`config.mk`:
```
export PLATFORM = sky130hd
export DESIGN_NAME = duty_ramp
export DESIGN_NICKNAME = d
export VERILOG_FILES = /design/src/rtl/duty_ramp.sv
export SDC_FILE = /design/constraint.sdc
export NUM_CORES = 1
export LEC_CHECK = 0
export CAP_MARGIN = 20
export CORE_UTILIZATION = 58
export CTS_CLUSTER_SIZE = 14
export DETAILED_ROUTE_END_ITERATION = 10
export DONT_BUFFER_PORTS = 1
export PLACE_DENSITY = 0.74
export SETUP_SLACK_MARGIN = 0.02
export SYNTH_ARGS = -nofsm -noshare
export SYNTH_HDL_FRONTEND = slang
export SYNTH_SLANG_ARGS = --single-unit
```
`constraint.sdc`:
```
create_clock -name CLK -period 5.55 [get_ports CLK]
set_input_delay 1.11 -clock CLK [delete_from_list [all_inputs] [get_ports CLK]]
set_output_delay 1.11 -clock CLK [all_outputs]
set_load 0.01 [all_outputs]
```
`src/rtl/duty_ramp.sv`:
```
// Ramps a registered PWM duty value one STEP per PWM period toward a debounced switch target.
// Optional feature macro DUTY_RAMP_DEBOUNCE_EN: when defined, TARGET passes through a stability counter.
module duty_ramp #(
  parameter int STEP      = 1,
  parameter int DB_CYCLES = 16
) (
  input  logic       CLK,
  input  logic       RST,
  input  logic [6:0] SW,
  input  logic       E,
  output logic [6:0] DUTY,
  output logic       BUSY,
  output logic [6:0] TARGET
);

  localparam logic [1:0] IDLE = 2'd0;
  localparam logic [1:0] UP   = 2'd1;
  localparam logic [1:0] DOWN = 2'd2;
  localparam logic [7:0] STEP8 = 8'(STEP);

  logic [6:0] sw_meta;
  logic       e_meta, e_sync, e_prev;
  logic       prime1, prime2, e_armed;
  logic       tick;

  // prime1/prime2 mark when e_sync holds a real sample; the detector only arms after
  // E has been seen low, so a level already high at reset release never ticks.
  always_ff @(posedge CLK or posedge RST) begin
    if (RST) begin
      e_meta  <= 1'b0;
      e_sync  <= 1'b0;
      e_prev  <= 1'b0;
      prime1  <= 1'b0;
      prime2  <= 1'b0;
      e_armed <= 1'b0;
    end else begin
      e_meta  <= E;
      e_sync  <= e_meta;
      e_prev  <= e_sync;
      prime1  <= 1'b1;
      prime2  <= prime1;
      e_armed <= e_armed | (prime2 & ~e_sync);
    end
  end

  assign tick = e_sync & ~e_prev & e_armed;

`ifdef DUTY_RAMP_DEBOUNCE_EN
  localparam logic [15:0] DB_MAX = 16'(DB_CYCLES - 1);

  logic [6:0]  sw_sync, sw_last;
  logic [15:0] db_cnt, db_cnt_nxt;
  logic        sw_diff, db_load;

  assign sw_diff = (sw_sync != sw_last);

  always_comb begin
    db_cnt_nxt = db_cnt;
    if (sw_diff)
      db_cnt_nxt = '0;
    else if (db_cnt != DB_MAX)
      db_cnt_nxt = db_cnt + 16'd1;
  end

  // Load only on the transition into the saturated count, so a stable input is not rewritten.
  assign db_load = (db_cnt_nxt == DB_MAX) && (sw_diff || (db_cnt != DB_MAX));

  always_ff @(posedge CLK or posedge RST) begin
    if (RST) begin
      sw_meta <= '0;
      sw_sync <= '0;
      sw_last <= '0;
      db_cnt  <= '0;
      TARGET  <= '0;
    end else begin
      sw_meta <= SW;
      sw_sync <= sw_meta;
      sw_last <= sw_sync;
      db_cnt  <= db_cnt_nxt;
      if (db_load)
        TARGET <= sw_sync;
    end
  end
`else
  // TARGET doubles as the second synchronizer stage, giving a two-edge latency.
  always_ff @(posedge CLK or posedge RST) begin
    if (RST) begin
      sw_meta <= '0;
      TARGET  <= '0;
    end else begin
      sw_meta <= SW;
      TARGET  <= sw_meta;
    end
  end
`endif

  logic [1:0] state, state_nxt;
  logic [7:0] up_sum;
  logic [6:0] up_val, dn_val, duty_nxt;

  always_comb begin
    state_nxt = IDLE;
    if (DUTY < TARGET)
      state_nxt = UP;
    else if (DUTY > TARGET)
      state_nxt = DOWN;
  end

  // Clamp arithmetic in 8 bits; the down path compares before subtracting to avoid underflow.
  always_comb begin
    up_sum   = {1'b0, DUTY} + STEP8;
    up_val   = (up_sum > {1'b0, TARGET}) ? TARGET : up_sum[6:0];
    dn_val   = ({1'b0, DUTY} < ({1'b0, TARGET} + STEP8)) ? TARGET : (DUTY - STEP8[6:0]);
    duty_nxt = DUTY;
    if (tick) begin
      case (state)
        UP:      if (DUTY < TARGET) duty_nxt = up_val;
        DOWN:    if (DUTY > TARGET) duty_nxt = dn_val;
        default: duty_nxt = DUTY;
      endcase
    end
  end

  always_ff @(posedge CLK or posedge RST) begin
    if (RST) begin
      state <= IDLE;
      BUSY  <= 1'b0;
      DUTY  <= '0;
    end else begin
      state <= state_nxt;
      BUSY  <= (state_nxt != IDLE);
      DUTY  <= duty_nxt;
    end
  end

endmodule
```
==> impl_metrics.tcl, run 1 <==
set metrics [dict create \
    grt_usage_pct 29.3 \
    worstMarginPinSlew_ps 851 \
    critPathKind "register to register" \
    io_buffers 0 \
    grt_max_degree 31 \
    cts_sinks 30 \
    cts_root_buf "clkbuf_4" \
    synth_edf_count 0 \
    multi_input_area_um2 1090 \
    worstReg2RegStart "DUTY[1]$_DFFE_PP0P_" \
    setup-tns-final_ps 0 \
    ys_seq_elements 30 \
    grt_pass1_vias 1514 \
    setup.worst_path.end_class "register" \
    regArea_um2 751 \
    h-tree-depth 2 \
    dr.pass1.iters 5 \
    fin_ws_ps 2150 \
    hold_violations 0 \
    dpl-instance-area_um2 1960 \
    ant_nets 0 \
    rsz0062_at_grt "false" \
    antenna_found_initial 0 \
    cp-start-kind "register" \
    power_density_nw_per_um2 506 \
    rr_worst_depth 11 \
    cts_tree "yes" \
    period_share_pct 61.2 \
    post-route-util_pct 65.9 \
    cts_buffers 5 \
    fin_crit_ps 3400 \
    nets 234 \
    ctsResizeCount 0 \
    pre_cts_ws_ps 2320 \
    cts_hold_buffers 0 \
    fin_area_um2 2040 \
    arrival_ps 3680 \
    worst_hold_path_type "register to register" \
    syn_area_per_cell_um2 9.93 \
    ys_types 48 \
    worstSkewPairLatency_ps 360 \
    routed_wirelength_mm 4.65 \
    dieArea_um2 3560 \
    post-dp-hpwl_mm 3.33 \
    cts_buffer_depth 2 \
    syn-num-nets 230 \
    min_from "sw_meta[6]$_DFF_PP0_" \
    finalSetupViolCount 0 \
    vias 1552 \
    r2r_setup_slack_ps 2150 \
    crit_fanout 9 \
    clock_skew_ps 25.4 \
    status "finished clean" \
    drc_errors 0 \
    min_path_cells 0 \
    finalMaxSlewViolations 0 \
    path_clk_slew_ps 110 \
    fillers 284 \
    finalWeightedCongestion 1.06 \
    ir_drop_mv 0.242 \
    relSlewSlack_pct 42.8 \
    yosys_warnings 0 \
    drtIter0Drc 112 \
    io_pins 25 \
    grt-ovfl-total 0 \
    drive_gt1_share_pct 9.05 \
    ys_seq_area_share_pct 39.0 \
    die-width_um 59.6 \
    area_growth_pct 6.10 \
    async_flop_share_pct 100 \
    fmax_mhz 294 \
    num_rows 20 \
    diodes 0 \
    syn_inst 194 \
    grt_pass1_wl_mm 7.37 \
    drt-vias-per-instance 6.39 \
    dieHeight_um 59.6 \
    coreArea_um2 3100 \
    post-cts-setup-buffers 0 \
    p_leak_nw 0.906 \
    worst_hold_path.endpoint "TARGET[6]$_DFF_PP0_" \
    wl_per_cell_um 19.1 \
    drv_cap 0 \
    start_util_pct 62.1 \
    syn_area_um2 1930 \
    timing.rr.end "DUTY[4]$_DFFE_PP0P_" \
    synth_flop_cell "dfrtp_1" \
    worst_ep_required_time_ps 5830 \
]
-- layer usage --
layer / global-route usage, % / part of all wire, % / wire, um
met3: 5.90 / 5.8 / 269
met5: 0 / 0 / 0
met4: 15.6 / 3.4 / 157
met1: 37.7 / 43 / 2020
met2: 46.2 / 47 / 2200
-- worst max-delay path by stage --
stage,from,end,slack [ps],cells past startpoint
floorplan,DUTY[2]$_DFFE_PP0P_,DUTY[4]$_DFFE_PP0P_,2900,11
global placement,DUTY[1]$_DFFE_PP0P_,DUTY[4]$_DFFE_PP0P_,2360,11
detailed placement,DUTY[1]$_DFFE_PP0P_,DUTY[4]$_DFFE_PP0P_,2320,11
CTS,DUTY[1]$_DFFE_PP0P_,DUTY[4]$_DFFE_PP0P_,2280,11
global route,DUTY[1]$_DFFE_PP0P_,DUTY[4]$_DFFE_PP0P_,2060,11
finish,DUTY[1]$_DFFE_PP0P_,DUTY[4]$_DFFE_PP0P_,2150,11
-- sequential cells by signal, indices dropped and copies added, names as in the netlist --
signal / flops
BUSY: 1
DUTY: 7
TARGET: 7
e_armed: 1
e_meta: 1
e_prev: 1
e_sync: 1
prime1: 1
prime2: 1
state: 2
sw_meta: 7
-- power by group --
group          total (W)  switching, W  internal [W]
combinational   0.000531      0.000311      0.000220
clock           0.000144     0.0000825     0.0000613
sequential      0.000360      0.000103      0.000256
-- cell usage after synthesis (2+ instances only) --
library cell | n | share of area [%]
buf_2 | 2 | 0.52
or3_1 | 3 | 0.97
nand2_1 | 7 | 1.4
o21ai_0 | 7 | 1.8
or4_1 | 2 | 0.78
nor2_1 | 12 | 2.3
dfrtp_1 | 30 | 39
nor4_1 | 2 | 0.65
a21oi_1 | 8 | 2.1
a211o_1 | 2 | 0.91
a211oi_1 | 2 | 0.78
o31ai_1 | 3 | 1.2
nand3_1 | 12 | 3.1
inv_1 | 17 | 3.3
nand4_1 | 3 | 0.97
xnor2_1 | 9 | 4.1
ha_1 | 26 | 17
a21oi_2 | 2 | 0.91
nor3_1 | 4 | 1.0
a2bb2oi_1 | 3 | 1.4
xor2_1 | 5 | 2.3
a21o_1 | 3 | 1.2
o211ai_1 | 5 | 1.9
-- cells in the final DEF (no fill, tap or decap), types with 2 or more instances in the layout --
cell	n
or3_1	3
nand4_1	3
a21oi_1	8
xnor2_1	9
xor2_1	5
dfrtp_1	30
a21oi_2	2
nor2_1	12
o31ai_1	3
nor3_1	4
o21ai_0	7
o211ai_1	5
inv_1	17
a211o_1	2
a2bb2oi_1	3
a21o_1	3
or4_1	2
a211oi_1	2
nor4_1	2
ha_1	26
nand2_1	7
nand3_1	12
clkbuf_4	5
-- worst max-delay path, cell delays in order, from the launching register on --
cell and delay, ps:
dfrtp_1 590, ha_1 340, nand2_1 90, nor2_1 140, xor2_1 110, ha_1 330, nand3_1 130, nor2_1 220
o2bb2ai_1 180, o31ai_1 730, o221ai_1 260, a2bb2oi_1 190
-- layout make-up --
class / count / share of cell area [%]
clock inverter: 1 / 0.245
clock buffer: 7 / 2.69
inverter: 17 / 3.12
multi-input combinational: 143 / 53.2
sequential: 30 / 36.7
timing repair buffer: 1 / 1.35
tap: 44 / 2.69
-- cells by family (layout without fill, tap and decap cells) --
logic type | after synthesis | in the layout | synth area share (%)
AO/OA/AOI/OAI | 45 | 45 | 17.0
XOR/XNOR | 14 | 14 | 6.36
adder cells (fa/ha/maj) | 26 | 26 | 16.9
buffers and inverters | 21 | 26 | 4.61
flip-flops | 30 | 30 | 39.0
other | 1 | 1 | 0.195
AND/OR/NAND/NOR | 57 | 57 | 16.0
-- per-stage QoR --
| step | total power, W | std cells | hold slack (ps) |
|---|---|---|---|
| 2_1_floorplan | 0.000744 | 194 | 331 |
| 3_3_place_gp | 0.000847 | 234 | 333 |
| 3_5_place_dp | 0.000872 | 234 | 335 |
| 4_1_cts | 0.00102 | 242 | 343 |
| 5_1_grt | 0.00111 | 243 | 351 |
| 6_report | 0.00103 | 243 | 333 |
No activity file was read; power rests on OpenSTA's default activity.
==> run 2: changes to the inputs <==
- CORE_UTILIZATION: 58 -> 57
- PLACE_DENSITY: 0.74 -> 0.75
- clock period: 5.55 -> 2.8 ns (I/O delays scaled with it)
==> impl_metrics.tcl, run 2 (synthesis results as in run 1) <==
set metrics [dict create \
    status "finished clean" \
    final_common_cell "buf_4" \
    clock_skew_ps 5.50 \
    worstMarginPinSlew_ps 535 \
    diodes 0 \
    post-dp-hpwl_mm 3.62 \
    hold-worst-slack_ps 119 \
    crit_fanout 7 \
    drive_gt1_share_pct 28.2 \
    io_buffers 0 \
    grt_usage_pct 29.8 \
    period_share_pct 97.4 \
    worstSkewPairLatency_ps 340 \
    io_pins 25 \
    coreArea_um2 3130 \
    cts_root_buf "clkbuf_4" \
    grt_pass1_vias 1570 \
    cts_hold_buffers 0 \
    crit_top_cell "buf_4" \
    cts_tree "yes" \
    fmax_mhz 367 \
    finalSetupViolCount 0 \
    fin_crit_ps 2730 \
    reg_top3 "DUTY (7), TARGET (7), sw_meta (7)" \
    drv_cap 0 \
    slowest_delay_ps 500 \
    setup-tns-final_ps 0 \
    finalWeightedCongestion 0.944 \
    critPathBufInv 3 \
    ir_drop_mv 0.574 \
    path_cells "buf_4 > buf_4 > nand3_4 > xnor2_1 > ha_1 > nand4_1 > nor2_2 > a211oi_2 > buf_4 > or4_1 > o211ai_1 > a2bb2oi_1" \
    worst_hold_path_type "primary input to asynchronous set/reset pin" \
    die-width_um 60.1 \
    dr.pass1.iters 5 \
    cp_top_family "simple AND/OR/NAND/NOR gates" \
    wl_per_cell_um 18.8 \
    cp-start-kind "register" \
    start_util_pct 61.6 \
    routed_wirelength_mm 5.10 \
    area_growth_pct 23.4 \
    critPathSlowestCell "or4_1" \
    p_leak_nw 1.07 \
    path_clk_slew_ps 90 \
    setup.worst_path.end_class "register" \
    drc_errors 0 \
    worst_ep_required_time_ps 3010 \
    post-route-util_pct 76.0 \
    critPathKind "register to register" \
    cts_buffers 5 \
    antenna_found_initial 0 \
    drtIter0Drc 141 \
    grt_max_degree 31 \
    grt-ovfl-total 0 \
    finalMaxSlewViolations 0 \
    dpl-instance-area_um2 2120 \
    dieArea_um2 3620 \
    num_rows 20 \
    mostFrequentLayoutCells "buf_4, dfrtp_1, ha_1, inv_1, nand3_1" \
    power_density_nw_per_um2 1050 \
    drt-vias-per-instance 6.15 \
    nets 263 \
    relSlewSlack_pct 64.3 \
    hold_violations 0 \
    ant_nets 0 \
    vias 1666 \
    fin_area_um2 2380 \
    cts_sinks 30 \
    cts_buffer_depth 2 \
    h-tree-depth 2 \
    arrival_ps 2930 \
    grt_pass1_wl_mm 7.67 \
    dieHeight_um 60.1 \
]
## run 2: changes by cell type in the layout (fill, tap and decap cells not counted), sizes merged
cell	delta
buf	+29
bufinv	+1
clkbuf	-1
clkinv	-1
## run 2: power breakdown
group | switching, W | internal (W)
registers | 0.0000914 | 0.000513
logic | 0.000860 | 0.000689
clock network | 0.000146 | 0.000208
## run 2: final cells by class
cell class | count | area, um^2
multi-input combinational | 143 | 1180
sequential | 30 | 753
fill | 203 | 751
timing repair buffer | 30 | 245
inverter | 17 | 63.8
tap | 44 | 55.1
clock buffer | 6 | 51.3
clock inverter | 1 | 30.0
## run 2: worst paths after layout
path,endpoint,start,cells after the start,slack [ps]
worst max-delay path,DUTY[3]$_DFFE_PP0P_,DUTY[1]$_DFFE_PP0P_,12,70
worst min-delay path,TARGET[0]$_DFF_PP0_,RST,1,120
worst max register to register,DUTY[3]$_DFFE_PP0P_,DUTY[1]$_DFFE_PP0P_,12,70
worst min register to register,prime2$_DFF_PP0_,prime1$_DFF_PP0_,0,360
max in group asynchronous,DUTY[6]$_DFFE_PP0P_,RST,2,2220
min in group CLK,sw_meta[3]$_DFF_PP0_,SW[3],0,240
## run 2: stage by stage
| stage | std cells | total power, W | setup slack [ps] |
|---|---|---|---|
| after floorplan | 194 | 0.00147 | 145 |
| after global placement | 256 | 0.00188 | 54.2 |
| after detailed placement | 256 | 0.00191 | -26.1 |
| after CTS | 264 | 0.00229 | 22.7 |
| after global routing | 271 | 0.00267 | -1.29 |
| final | 271 | 0.00251 | 74.1 |
## run 2: worst reg2reg max path, delay by kind of cell (launching register included)
family,cells,cell delay [ps]
AND/OR/NAND/NOR,4,950
XOR/XNOR,1,140
flip-flops,1,420
buffers and inverters,3,450
AO/OA/AOI/OAI,3,300
adder cells (fa/ha/maj),1,330
## run 2: metal layers
layer  vias to the layer above  routed length [um]  GRT usage, %
met5                         -                   0             0
met4                         0                 172          11.6
met3                        23                 395          8.66
met2                        88                2410          48.4
met1                       787                2120          37.0
li1                        768                   -             -
## run 2: repair_timing
item | CTS | global route
pin swaps | 1 | 12
gates resized for setup | 1 | 18
buffers inserted | 1 | 6
hold endpoints to repair | 0 | 0
endpoints found under the setup margin | 1 | 6
==> run 3: changes to the inputs <==
- REMOVE_ABC_BUFFERS: default -> 1
==> impl_metrics.tcl, run 3 (synthesis results as in run 1) <==
set metrics [dict create \
    grt_pass1_wl_mm 8.22 \
    fin_crit_ps 2760 \
    clock_skew_ps 8.45 \
    nets 263 \
    cts_tree "yes" \
    finalSetupViolCount 0 \
    io_buffers 0 \
    setup.worst_path.end_class "register" \
    post-dp-hpwl_mm 3.92 \
    p_leak_nw 1.07 \
    worst_ep_required_time_ps 3050 \
    dieArea_um2 3620 \
    coreArea_um2 3130 \
    slowest_delay_ps 490 \
    worstMarginPinSlew_ps 574 \
    arrival_ps 3010 \
    h-tree-depth 2 \
    grt-ovfl-total 0 \
    finalMaxSlewViolations 0 \
    cp-start-kind "register" \
    cts_buffer_depth 2 \
    setup-tns-final_ps 0 \
    path_cells "buf_4 > nand3_1 > xnor2_1 > ha_1 > nand3_2 > nor2_4 > a211oi_4 > o31ai_2 > or4_4 > o211ai_2" \
    grt_max_degree 31 \
    die-width_um 60.1 \
    start_util_pct 61.6 \
    dr.pass1.iters 4 \
    worstSkewPairLatency_ps 320 \
    io_pins 25 \
    cts_sinks 30 \
    final_common_cell "buf_4" \
    drive_gt1_share_pct 28.5 \
    antenna_found_initial 0 \
    finalWeightedCongestion 0.974 \
    wl_per_cell_um 19.5 \
    period_share_pct 98.4 \
    fillers 213 \
    diodes 0 \
    critPathSlowestCell "dfrtp_1" \
    drc_errors 0 \
    ant_nets 0 \
    drt-vias-per-instance 6.32 \
    grt_usage_pct 31.9 \
    worst_hold_path_type "primary input to asynchronous set/reset pin" \
    reg_top3 "DUTY (7), TARGET (7), sw_meta (7)" \
    hold_violations 0 \
    num_rows 20 \
    drv_cap 0 \
    worstReg2RegStart "DUTY[2]$_DFFE_PP0P_" \
    status "finished clean" \
    power_density_nw_per_um2 1050 \
    timing.rr.end "DUTY[0]$_DFFE_PP0P_" \
    cts_root_buf "clkbuf_4" \
    r2r_setup_slack_ps 40 \
    grt_pass1_vias 1713 \
    ir_drop_mv 0.579 \
    fin_area_um2 2410 \
    drtIter0Drc 173 \
    area_growth_pct 25.0 \
    critPathKind "register to register" \
    fmax_mhz 363 \
    routed_wirelength_mm 5.31 \
    cts_buffers 5 \
    cts_hold_buffers 0 \
    final_cells 272 \
    crit_fanout 8 \
    mostFrequentLayoutCells "buf_4, dfrtp_1, ha_1, inv_1, nor2_1" \
    vias 1718 \
    relSlewSlack_pct 61.8 \
    rr_worst_depth 10 \
    dp.cells 258 \
    dpl-instance-area_um2 2140 \
    path_clk_slew_ps 100 \
    dieHeight_um 60.1 \
]
-- run 3: area by class of cell --
| type | instances | area (um^2) | share of cell area, % |
|---|---|---|---|
| multi-input combinational | 143 | 1210 | 50.3 |
| tap | 44 | 55.1 | 2.29 |
| clock inverter | 2 | 37.5 | 1.56 |
| inverter | 17 | 63.8 | 2.65 |
| clock buffer | 6 | 41.3 | 1.71 |
| timing repair buffer | 30 | 245 | 10.2 |
| sequential | 30 | 753 | 31.3 |
-- run 3: what timing repair did --
| item | in CTS | in global routing |
|---|---|---|
| setup buffers | 0 | 5 |
| setup endpoints to repair | 0 | 7 |
| gates resized for setup | 0 | 23 |
-- run 3: worst max-delay path by stage --
stage                          endpoint  slack [ps]  cells after the start           startpoint
detailed placement  DUTY[4]$_DFFE_PP0P_         120                     12  DUTY[0]$_DFFE_PP0P_
global placement    DUTY[0]$_DFFE_PP0P_         190                     10  TARGET[0]$_DFF_PP0_
CTS                 DUTY[4]$_DFFE_PP0P_          90                     12  DUTY[0]$_DFFE_PP0P_
finish              DUTY[0]$_DFFE_PP0P_          40                     10  DUTY[2]$_DFFE_PP0P_
floorplan           DUTY[0]$_DFFE_PP0P_         150                     11  DUTY[1]$_DFFE_PP0P_
global route        DUTY[2]$_DFFE_PP0P_         -40                     11  DUTY[2]$_DFFE_PP0P_
-- run 3: critical path: cells and delay by family (launching register included) --
| kind | cells | cell delay, ps |
|---|---|---|
| AO/OA/AOI/OAI | 3 | 640 |
| XOR/XNOR | 1 | 290 |
| adder cells (fa/ha/maj) | 1 | 310 |
| buffers and inverters | 1 | 210 |
| flip-flops | 1 | 490 |
| AND/OR/NAND/NOR | 4 | 720 |
-- run 3: power by group --
part	internal, W	switching, W
Clock	0.000188	0.000147
Sequential	0.000513	0.0000976
Combinational	0.000691	0.000888
-- run 3: metal layers --
layer | vias up | global-route usage (%) | routed length, um
li1 | 767 | - | -
met1 | 831 | 39.0 | 2080
met2 | 96 | 51.2 | 2550
met3 | 24 | 9.31 | 502
met4 | 0 | 15.6 | 177
met5 | - | 0 | 0
-- run 3: through the flow --
step / utilization, % / setup slack [ps] / hold WS, ps / power (W)
final: 77.0 / 44.7 / 170 / 0.00252
after CTS: 70.8 / 91.2 / 243 / 0.00229
after global placement: 68.3 / 193 / 333 / 0.00190
after global routing: 77.0 / -39.2 / 208 / 0.00268
after floorplan: - / 153 / 331 / 0.00145
after detailed placement: 68.3 / 119 / 341 / 0.00195
